File: config.mk
export PLATFORM = sky130hd
export DESIGN_NAME = lock_controller
export DESIGN_NICKNAME = d
export VERILOG_FILES = /design/src/rtl/lock_controller.sv
export SDC_FILE = /design/constraint.sdc
export NUM_CORES = 1
export LEC_CHECK = 0
export CELL_PAD_IN_SITES_DETAIL_PLACEMENT = 0
export CELL_PAD_IN_SITES_GLOBAL_PLACEMENT = 2
export CORE_MARGIN = 1.5
export CORE_UTILIZATION = 35
export CTS_CLUSTER_DIAMETER = 100
export DETAILED_ROUTE_END_ITERATION = 7
export PLACE_DENSITY = 0.8
export SLEW_MARGIN = 20
export SYNTH_ARGS = -nofsm -noshare
export SYNTH_HDL_FRONTEND = slang
export SYNTH_SLANG_ARGS = --single-unit
File: constraint.sdc
create_clock -name clk_500Hz -period 2.35 [get_ports clk_500Hz]
set_clock_uncertainty 0.1 [all_clocks]
set_input_delay 0.705 -clock clk_500Hz [delete_from_list [all_inputs] [get_ports clk_500Hz]]
set_output_delay 0.705 -clock clk_500Hz [all_outputs]
set_load 0.1 [all_outputs]
File: src/rtl/lock_controller.sv
// -----------------------------------------------------------------------------
// lock_controller
//
// PIN-entry door lock. A four-digit BCD PIN arrives from a keypad decoder as a
// 16-bit word with a one-cycle strobe. A correct PIN unlocks; repeated wrong
// PINs lead to a timed lockout. While unlocked, the PIN can be changed
// (enter new PIN, then confirm it). An inactivity timer relocks the door.
//
// Ports
//   clk_500Hz     in   1   sole clock, all state changes on its rising edge
//   rst           in   1   asynchronous, active-high reset
//   userPin       in  16   submitted PIN, valid only while validPin=1
//   validPin      in   1   single-cycle submit strobe
//   btn_lock      in   1   relock button level (debounced, synchronised)
//   btn_adjust    in   1   change-PIN button level (debounced, synchronised)
//   status        out  2   0=LOCKED 1=UNLOCKED 2=ADJUST 3=LOCKOUT
//   attemptsLeft  out  2   wrong submissions left before lockout
//   okPulse       out  1   one cycle: PIN accepted or new PIN committed
//   failPulse     out  1   one cycle: wrong PIN or confirmation mismatch
//   lockoutSecs   out  4   whole seconds of lockout remaining, rounded up
// -----------------------------------------------------------------------------
module lock_controller #(
    parameter logic [15:0] DEFAULT_PIN   = 16'h1234,
    parameter int          MAX_ATTEMPTS  = 3,
    parameter int          LOCKOUT_TICKS = 5000,
    parameter int          RELOCK_TICKS  = 15000
) (
    input  logic        clk_500Hz,
    input  logic        rst,
    input  logic [15:0] userPin,
    input  logic        validPin,
    input  logic        btn_lock,
    input  logic        btn_adjust,
    output logic [1:0]  status,
    output logic [1:0]  attemptsLeft,
    output logic        okPulse,
    output logic        failPulse,
    output logic [3:0]  lockoutSecs
);

    localparam logic [1:0] ATTEMPTS_INIT = 2'(MAX_ATTEMPTS);

    // The lockout timer is held as (seconds, sub-second) so that the
    // rounded-up seconds display is simply the seconds counter:
    //   timer = (sec_cnt - 1) * 500 + sub_cnt,  sub_cnt in 1..500
    localparam int         LO_SECS_I = (LOCKOUT_TICKS + 499) / 500;
    localparam logic [3:0] LO_SECS   = 4'(LO_SECS_I);
    localparam logic [8:0] LO_SUB    = 9'(LOCKOUT_TICKS - (LO_SECS_I - 1) * 500);
    localparam logic [8:0] SUB_FULL  = 9'd500;

    localparam int            RW          = $clog2(RELOCK_TICKS);
    localparam logic [RW-1:0] RELOCK_LAST = RW'(RELOCK_TICKS - 1);

    typedef enum logic [2:0] {
        S_LOCKED,
        S_UNLOCKED,
        S_ADJ_NEW,
        S_ADJ_CONFIRM,
        S_LOCKOUT
    } state_t;

    state_t        state, state_n;
    logic [15:0]   stored_pin, stored_n;
    logic [15:0]   cand_pin, cand_n;
    logic [1:0]    attempts, att_n;
    logic [3:0]    sec_cnt, sec_n;
    logic [8:0]    sub_cnt, sub_n;
    logic [RW-1:0] relock_cnt, relock_n;
    logic          lock_q, adj_q;
    logic [1:0]    status_r, status_n;
    logic          ok_r, ok_n;
    logic          fail_r, fail_n;

    logic          lock_edge, adj_edge;
    logic          any_event, timed_out;

    function automatic logic [1:0] status_of(input state_t s);
        case (s)
            S_LOCKED:      return 2'd0;
            S_UNLOCKED:    return 2'd1;
            S_ADJ_NEW:     return 2'd2;
            S_ADJ_CONFIRM: return 2'd2;
            S_LOCKOUT:     return 2'd3;
            default:       return 2'd0;
        endcase
    endfunction

    // Only a rising edge of a button acts; holding it does nothing further.
    assign lock_edge = btn_lock & ~lock_q;
    assign adj_edge  = btn_adjust & ~adj_q;
    assign any_event = validPin | lock_edge | adj_edge;
    assign timed_out = (relock_cnt == RELOCK_LAST);

    always_ff @(posedge clk_500Hz or posedge rst) begin
        if (rst) begin
            state      <= S_LOCKED;
            stored_pin <= DEFAULT_PIN;
            cand_pin   <= 16'h0000;
            attempts   <= ATTEMPTS_INIT;
            sec_cnt    <= 4'd0;
            sub_cnt    <= 9'd0;
            relock_cnt <= '0;
            lock_q     <= 1'b0;
            adj_q      <= 1'b0;
            status_r   <= 2'd0;
            ok_r       <= 1'b0;
            fail_r     <= 1'b0;
        end else begin
            state      <= state_n;
            stored_pin <= stored_n;
            cand_pin   <= cand_n;
            attempts   <= att_n;
            sec_cnt    <= sec_n;
            sub_cnt    <= sub_n;
            relock_cnt <= relock_n;
            lock_q     <= btn_lock;
            adj_q      <= btn_adjust;
            status_r   <= status_n;
            ok_r       <= ok_n;
            fail_r     <= fail_n;
        end
    end

    always_comb begin
        state_n  = state;
        stored_n = stored_pin;
        cand_n   = cand_pin;
        att_n    = attempts;
        sec_n    = sec_cnt;
        sub_n    = sub_cnt;
        relock_n = '0;
        ok_n     = 1'b0;
        fail_n   = 1'b0;

        // Inactivity timer: runs while unlocked or adjusting, any user
        // activity restarts it. Transitions below override the state.
        if (state == S_UNLOCKED || state == S_ADJ_NEW || state == S_ADJ_CONFIRM) begin
            if (any_event || timed_out) begin
                relock_n = '0;
            end else begin
                relock_n = relock_cnt + 1'b1;
            end
        end

        case (state)
            S_LOCKED: begin
                if (validPin) begin
                    if (userPin == stored_pin) begin
                        state_n = S_UNLOCKED;
                        ok_n    = 1'b1;
                        att_n   = ATTEMPTS_INIT;
                    end else if (attempts > 2'd1) begin
                        fail_n = 1'b1;
                        att_n  = attempts - 2'd1;
                    end else begin
                        state_n = S_LOCKOUT;
                        fail_n  = 1'b1;
                        att_n   = 2'd0;
                        sec_n   = LO_SECS;
                        sub_n   = LO_SUB;
                    end
                end
            end

            // Submissions are ignored here, but still restart the
            // inactivity timer.
            S_UNLOCKED: begin
                if (lock_edge) begin
                    state_n = S_LOCKED;
                end else if (adj_edge) begin
                    state_n = S_ADJ_NEW;
                end else if (!validPin && timed_out) begin
                    state_n = S_LOCKED;
                end
            end

            S_ADJ_NEW: begin
                if (lock_edge) begin
                    state_n = S_LOCKED;
                end else if (validPin) begin
                    cand_n  = userPin;
                    state_n = S_ADJ_CONFIRM;
                end else if (!adj_edge && timed_out) begin
                    state_n = S_LOCKED;
                end
            end

            S_ADJ_CONFIRM: begin
                if (lock_edge) begin
                    state_n = S_LOCKED;
                end else if (validPin) begin
                    state_n = S_UNLOCKED;
                    if (userPin == cand_pin) begin
                        stored_n = cand_pin;
                        ok_n     = 1'b1;
                    end else begin
                        fail_n = 1'b1;
                    end
                end else if (!adj_edge && timed_out) begin
                    state_n = S_LOCKED;
                end
            end

            // The last tick (timer 1 -> 0) leaves lockout, so the seconds
            // counter reaches 0 exactly as the state returns to LOCKED.
            S_LOCKOUT: begin
                if (sec_cnt == 4'd0 || (sec_cnt == 4'd1 && sub_cnt == 9'd1)) begin
                    state_n = S_LOCKED;
                    att_n   = ATTEMPTS_INIT;
                    sec_n   = 4'd0;
                    sub_n   = 9'd0;
                end else if (sub_cnt == 9'd1) begin
                    sec_n = sec_cnt - 4'd1;
                    sub_n = SUB_FULL;
                end else begin
                    sub_n = sub_cnt - 9'd1;
                end
            end

            default: begin
                state_n = S_LOCKED;
            end
        endcase

        status_n = status_of(state_n);
    end

    assign status       = status_r;
    assign attemptsLeft = attempts;
    assign okPulse      = ok_r;
    assign failPulse    = fail_r;
    assign lockoutSecs  = sec_cnt;

endmodule
==> flow_metrics.env, run 1 <==
export IMPL_final_hold_violation_count=0
export IMPL_worstPathMaxFanout=6
export IMPL_setup_viol=0
export IMPL_drc=0
export IMPL_ant_nets=0
export IMPL_chipWidth_um=105
export IMPL_r2r_slack_ns=0.15
export IMPL_outcome="finished clean"
export IMPL_synthArstFlopShare=1.00
export IMPL_cts_hold_buf=0
export IMPL_power_density_mw_per_mm2=491
export IMPL_drive_gt1_frac=0.319
export IMPL_routed_wl_um=7950
export IMPL_cts_root_buf="clkbuf_8"
export IMPL_syn_avg_cell_area_sq_um=11.2
export IMPL_die_y_um=105
export IMPL_ys_types=57
export IMPL_ir_worst_vdd_v=0.000387
export IMPL_numPortBuffers=30
export IMPL_die_area_sq_mm=0.0109
export IMPL_synth_edf_count=0
export IMPL_cp_cell_sequence="dlygate4sd2_1 -> xnor2_1 -> nand4_1 -> nor4_2 -> nor2b_4 -> buf_6 -> mux2_4"
export IMPL_tns_ns=0
export IMPL_cts_max_level=3
export IMPL_dr_pass1_iters=4
export IMPL_hold_end="stored_pin[8]"
export IMPL_grt_overflow=0
export IMPL_synth_cell_area_sq_mm=0.00361
export IMPL_nFillCells=934
export IMPL_crit_arrival_ns=2.41
export IMPL_end_kind="flip-flop"
export IMPL_leakagePower_nw=2.11
export IMPL_relSlewSlack=0.653
export IMPL_design_core_area_sq_mm=0.00991
export IMPL_area_growth_pct=30.3
export IMPL_initial_core_util=0.364
export IMPL_slew_violations=0
export IMPL_synth_main_ff_cell="dfrtp_1"
export IMPL_crit_slowest_cell="nor4_2"
export IMPL_clk_latency_ns=0.35
export IMPL_reg2regPathDepth=7
export IMPL_yosysTopAreaCellShare=0.437
export IMPL_tightest_slew_ns=0.519
export IMPL_crit_required_ns=2.48
export IMPL_place_area_sq_mm=0.00436
export IMPL_fin_hold_ws_ns=0.436
export IMPL_r2r_start="sub_cnt[1]"
export IMPL_netlist_top_cells_count="dfrtp_1 (63), xnor2_1 (37), mux2_2 (32)"
export IMPL_cp_slowest_stage_delay_ns=0.31
export IMPL_cts_tree="done"
export IMPL_hold_depth=1
export IMPL_grt_pass1_wl_um=13700
export IMPL_final_cell_area_sq_mm=0.00470
export IMPL_crit_type="primary input to flip-flop"
export IMPL_clock_sinks=70
export IMPL_fp_row_count=36
export IMPL_power_w=0.00231
export IMPL_clk_path_buf_depth=2
export IMPL_diodes=0
export IMPL_worstHoldStart="stored_pin[8]"
export IMPL_drtIter0Drc=67
export IMPL_final_util=0.475
export IMPL_grt_total_usage=0.159
export IMPL_via_count=2573
export IMPL_grt_max_degree=29
export IMPL_yosys_warnings=0
export IMPL_crit_path_start_kind="primary input"
export IMPL_dp_final_hpwl_um=5710
export IMPL_gp_congestion=0.754
export IMPL_r2r_end="sub_cnt[4]"
export IMPL_cap_violations=0
export IMPL_synth_seq_cells=70
export IMPL_rsz0062_at_grt="false"
export IMPL_cts_buffers=9
export IMPL_synthCells=321
export IMPL_fmax_mhz=439
export IMPL_crit_family="simple AND/OR/NAND/NOR gates"
export IMPL_nNetsFinal=413
export IMPL_post_route_period_util=0.970
export IMPL_wl_per_cell_um=15.1
export IMPL_synth_nets=347
export IMPL_yosys_area_top_type="dfrtp_1"
export IMPL_yosysMostFrequentCell="dfrtp_1"
export IMPL_routed_via_density=4.90
export IMPL_critPathBufInv=2
export IMPL_period_minus_slack_ns=2.28
export IMPL_ios=31
export IMPL_antenna_found_initial=0
export IMPL_synth_seq_area_share=0.488
export IMPL_clk_pin_slew_ns=0.07
export IMPL_grt_pass1_vias=2676
export IMPL_synth_area_leaders="dfrtp_1 (44%), mux2_2 (10%), xnor2_1 (9.0%)"
export IMPL_hold_class="flip-flop to flip-flop"
[worst max-delay path by stage]
stage | depth (start not counted) | start | to
2_1_floorplan | 7 | userPin[4] | stored_pin[0]
3_3_place_gp | 7 | userPin[12] | stored_pin[10]
3_5_place_dp | 7 | userPin[12] | stored_pin[3]
4_1_cts | 6 | validPin | stored_pin[11]
5_1_grt | 7 | sub_cnt[0] | sub_cnt[8]
6_report | 7 | userPin[15] | stored_pin[14]
[routing by layer]
metal  track usage  wire [um]  vias to the layer above
met2         0.242       3600                       27
met4        0.0506        112                        0
met1         0.223       4020                     1257
li1              -          -                     1278
met5             0          0                        -
met3        0.0368        216                       11
[area by class of cell]
| type | count | area (sq um) | area share |
|---|---|---|---|
| clock buffers | 15 | 166 | 0.0354 |
| clock inverters | 1 | 30.0 | 0.00638 |
| inverters | 15 | 60.1 | 0.0128 |
| multi-input cells | 227 | 1860 | 0.395 |
| flip-flops and latches | 70 | 1760 | 0.374 |
| well taps | 133 | 166 | 0.0354 |
| repair buffers | 64 | 661 | 0.140 |
[logic make-up after synthesis]
| family | after synthesis | synth area share |
|---|---|---|
| AO/OA/AOI/OAI | 49 | 0.0974 |
| XOR/XNOR | 42 | 0.102 |
| adder cells (fa/ha/maj) | 5 | 0.0173 |
| buffers and inverters | 24 | 0.0288 |
| flip-flops | 70 | 0.488 |
| multiplexers | 34 | 0.107 |
| AND/OR/NAND/NOR | 97 | 0.160 |
[flip-flops by register name (all words and copies together), names as in the netlist, 2 cells and up]
name	count
attemptsLeft	2
cand_pin	16
lockoutSecs	4
relock_cnt	14
state	3
status	2
stored_pin	16
sub_cnt	9
[cell usage in the layout, fill, tap and decap left out, types with 10 or more instances in the layout]
cell / count
dfrtp_1: 63
mux2_4: 11
mux2_2: 22
xnor2_1: 33
buf_4: 31
dlygate4sd2_1: 13
a21oi_1: 12
clkbuf_8: 11
nand4_1: 10
inv_1: 14
nor2_1: 24
buf_12: 10
nand2_1: 11
[per-stage QoR]
| stage | setup WS (ns) | std cells |
|---|---|---|
| after detailed placement | -0.640 | 507 |
| after floorplan | 0.0161 | 321 |
| after global placement | -0.635 | 507 |
| after global routing | 0.00131 | 525 |
| final | 0.0714 | 525 |
| after CTS | 0.0265 | 525 |
[power by group]
group | leakage, nW | internal, W | switching [W] | total (W)
Sequential | 0.896 | 0.00121 | 0.000000343 | 0.00121
Combinational | 1.11 | 0.0000568 | 0.0000636 | 0.000120
Clock | 0.0979 | 0.000551 | 0.000431 | 0.000982
Total | 2.11 | 0.00181 | 0.000494 | 0.00231
[repair_timing]
action                                  CTS  global route
resized for setup                        27            21
endpoints found under the setup margin   25            18
cloned                                    1             0
setup buffers                             1             0
endpoints found under the hold margin     0             0
pin swaps                                 6             7
Note: power is estimated with default switching activity, not from simulation.
==> inputs of run 2 (changes only) <==
--- a/config.mk
+++ b/config.mk
@@ -11,6 +11,7 @@
 export CORE_UTILIZATION = 35
 export CTS_CLUSTER_DIAMETER = 100
 export DETAILED_ROUTE_END_ITERATION = 7
+export GPL_TIMING_DRIVEN = 0
 export PLACE_DENSITY = 0.8
 export SLEW_MARGIN = 20
 export SYNTH_ARGS = -nofsm -noshare
==> flow_metrics.env, run 2 (synthesized netlist as in run 1, its figures left out) <==
export IMPL_pre_cts_ws_ns=-1.09
export IMPL_hold_end="relock_cnt[0]"
export IMPL_grt_overflow=0
export IMPL_final_cell_mix="dfrtp_1 (63), xnor2_1 (33), mux2_2 (32), nor2_1 (22), inv_1 (14)"
export IMPL_grt_use_met2=0.217
export IMPL_cts_max_level=3
export IMPL_drtIter0Drc=75
export IMPL_cap_violations=0
export IMPL_drc=0
export IMPL_multi_input_area_sq_mm=0.00187
export IMPL_fin_hold_ws_ns=0.426
export IMPL_fp_row_count=36
export IMPL_die_y_um=105
export IMPL_numPortBuffers=30
export IMPL_via_count=2528
export IMPL_tns_ns=0
export IMPL_crit_path_start_kind="primary input"
export IMPL_crit_type="primary input to flip-flop"
export IMPL_clock_sinks=70
export IMPL_ios=31
export IMPL_crit_required_ns=2.49
export IMPL_final_util=0.451
export IMPL_period_minus_slack_ns=2.32
export IMPL_slew_violations=0
export IMPL_setup_viol=0
export IMPL_clk_pin_slew_ns=0.07
export IMPL_grt_busiest_layer="met2"
export IMPL_die_area_sq_mm=0.0109
export IMPL_r2r_end="status[1]"
export IMPL_post_route_period_util=0.988
export IMPL_fmax_mhz=431
export IMPL_leakagePower_nw=1.99
export IMPL_power_density_mw_per_mm2=487
export IMPL_dp_final_hpwl_um=5380
export IMPL_cts_buffers=9
export IMPL_grt_pass1_vias=2510
export IMPL_hold_class="flip-flop to flip-flop"
export IMPL_crit_arrival_ns=2.46
export IMPL_final_hold_violation_count=0
export IMPL_setup_ws_ns=0.0276
export IMPL_dr_pass1_iters=4
export IMPL_worstHoldStart="relock_cnt[0]"
export IMPL_grt_pass1_wl_um=12600
export IMPL_cts_root_buf="clkbuf_8"
export IMPL_clk_latency_ns=0.35
export IMPL_grt_max_degree=31
export IMPL_drive_gt1_frac=0.305
export IMPL_ant_nets=0
export IMPL_routed_via_density=4.96
export IMPL_cts_tree="done"
export IMPL_mostFrequentLayoutCell="dfrtp_1"
export IMPL_hold_depth=1
export IMPL_chipWidth_um=105
export IMPL_cts_hold_buf=0
export IMPL_r2r_start="relock_cnt[5]"
export IMPL_design_core_area_sq_mm=0.00991
export IMPL_power_w=0.00218
export IMPL_nFillCells=939
export IMPL_area_growth_pct=23.8
export IMPL_clk_path_buf_depth=2
export IMPL_regArea_sq_mm=0.00176
export IMPL_tightest_slew_ns=0.550
export IMPL_reg2regPathDepth=5
export IMPL_met3_usage=0.0412
export IMPL_ir_worst_vdd_v=0.000339
export IMPL_nNetsFinal=398
export IMPL_wl_per_cell_um=15.2
export IMPL_gp_congestion=0.752
export IMPL_routed_wl_um=7730
export IMPL_relSlewSlack=0.631
export IMPL_initial_core_util=0.364
export IMPL_grt_total_usage=0.148
export IMPL_top_regs="cand_pin: 16 flops, stored_pin: 16 flops, relock_cnt: 14 flops"
export IMPL_worstPathMaxFanout=5
export IMPL_outcome="finished clean"
export IMPL_end_kind="flip-flop"
export IMPL_globalRouteMet1Util=0.208
export IMPL_antenna_found_initial=0
export IMPL_r2r_slack_ns=0.14
export IMPL_diodes=0
[run 2: changes by cell type in the layout (fill, tap and decap cells not counted), sizes merged, moves of 2 or more]
| cell | change |
|---|---|
| buf | -28 |
| clkinvlp | +2 |
| clkdlybuf4s15 | +6 |
| clkbuf | +7 |
[run 2: power by group]
part	total [W]	switching, W	internal [W]	leakage, nW
clock	0.000861	0.000450	0.000411	0.0796
sequential	0.00121	0.000000317	0.00121	0.896
combinational	0.000111	0.0000627	0.0000487	1.02
total	0.00218	0.000513	0.00167	1.99
[run 2: repair_timing]
item / 4_1_cts / 5_1_grt
endpoints found under the setup margin: 63 / 31
setup buffers: 6 / 2
pin swaps: 4 / 9
gates cloned: 0 / 1
endpoints found under the hold margin: 0 / 0
resized for setup: 59 / 28
[run 2: per-stage QoR]
stage          std cells  area, sq um
2_1_floorplan        321         3610
3_3_place_gp         484         4080
3_5_place_dp         486         4120
4_1_cts              508         4370
5_1_grt              510         4470
6_report             510         4470
[run 2: worst max-delay path by stage]
| stage | slack (ns) | to | start |
|---|---|---|---|
| 3_5_place_dp | -1.09 | cand_pin[1] | validPin |
| 3_3_place_gp | -1.07 | cand_pin[0] | validPin |
| 5_1_grt | -0.008 | status[1] | relock_cnt[0] |
| 2_1_floorplan | 0.02 | stored_pin[0] | userPin[4] |
| 4_1_cts | 0.003 | okPulse | okPulse |
| 6_report | 0.03 | stored_pin[6] | userPin[7] |
[run 2: cell type report]
class / instances / share of cell area
multi-input cells: 227 / 0.418
flip-flops and latches: 70 / 0.394
repair buffers: 41 / 0.0854
well taps: 133 / 0.0372
clock buffers: 13 / 0.0333
plain buffers: 8 / 0.0140
inverters: 15 / 0.0134
clock inverters: 3 / 0.00448
[run 2: per-layer routing]
metal,share of wire,routed length (um)
met5,0,0
met4,0.013,101
met3,0.032,245
met2,0.44,3430
met1,0.51,3960
[run 2: worst max-delay path: stages]
cell	delay (ns)
dlygate4sd2_1	0.27
xnor2_1	0.18
nand4_1	0.20
nor4_4	0.32
nor2b_4	0.19
buf_6	0.13
buf_8	0.13
mux2_2	0.34
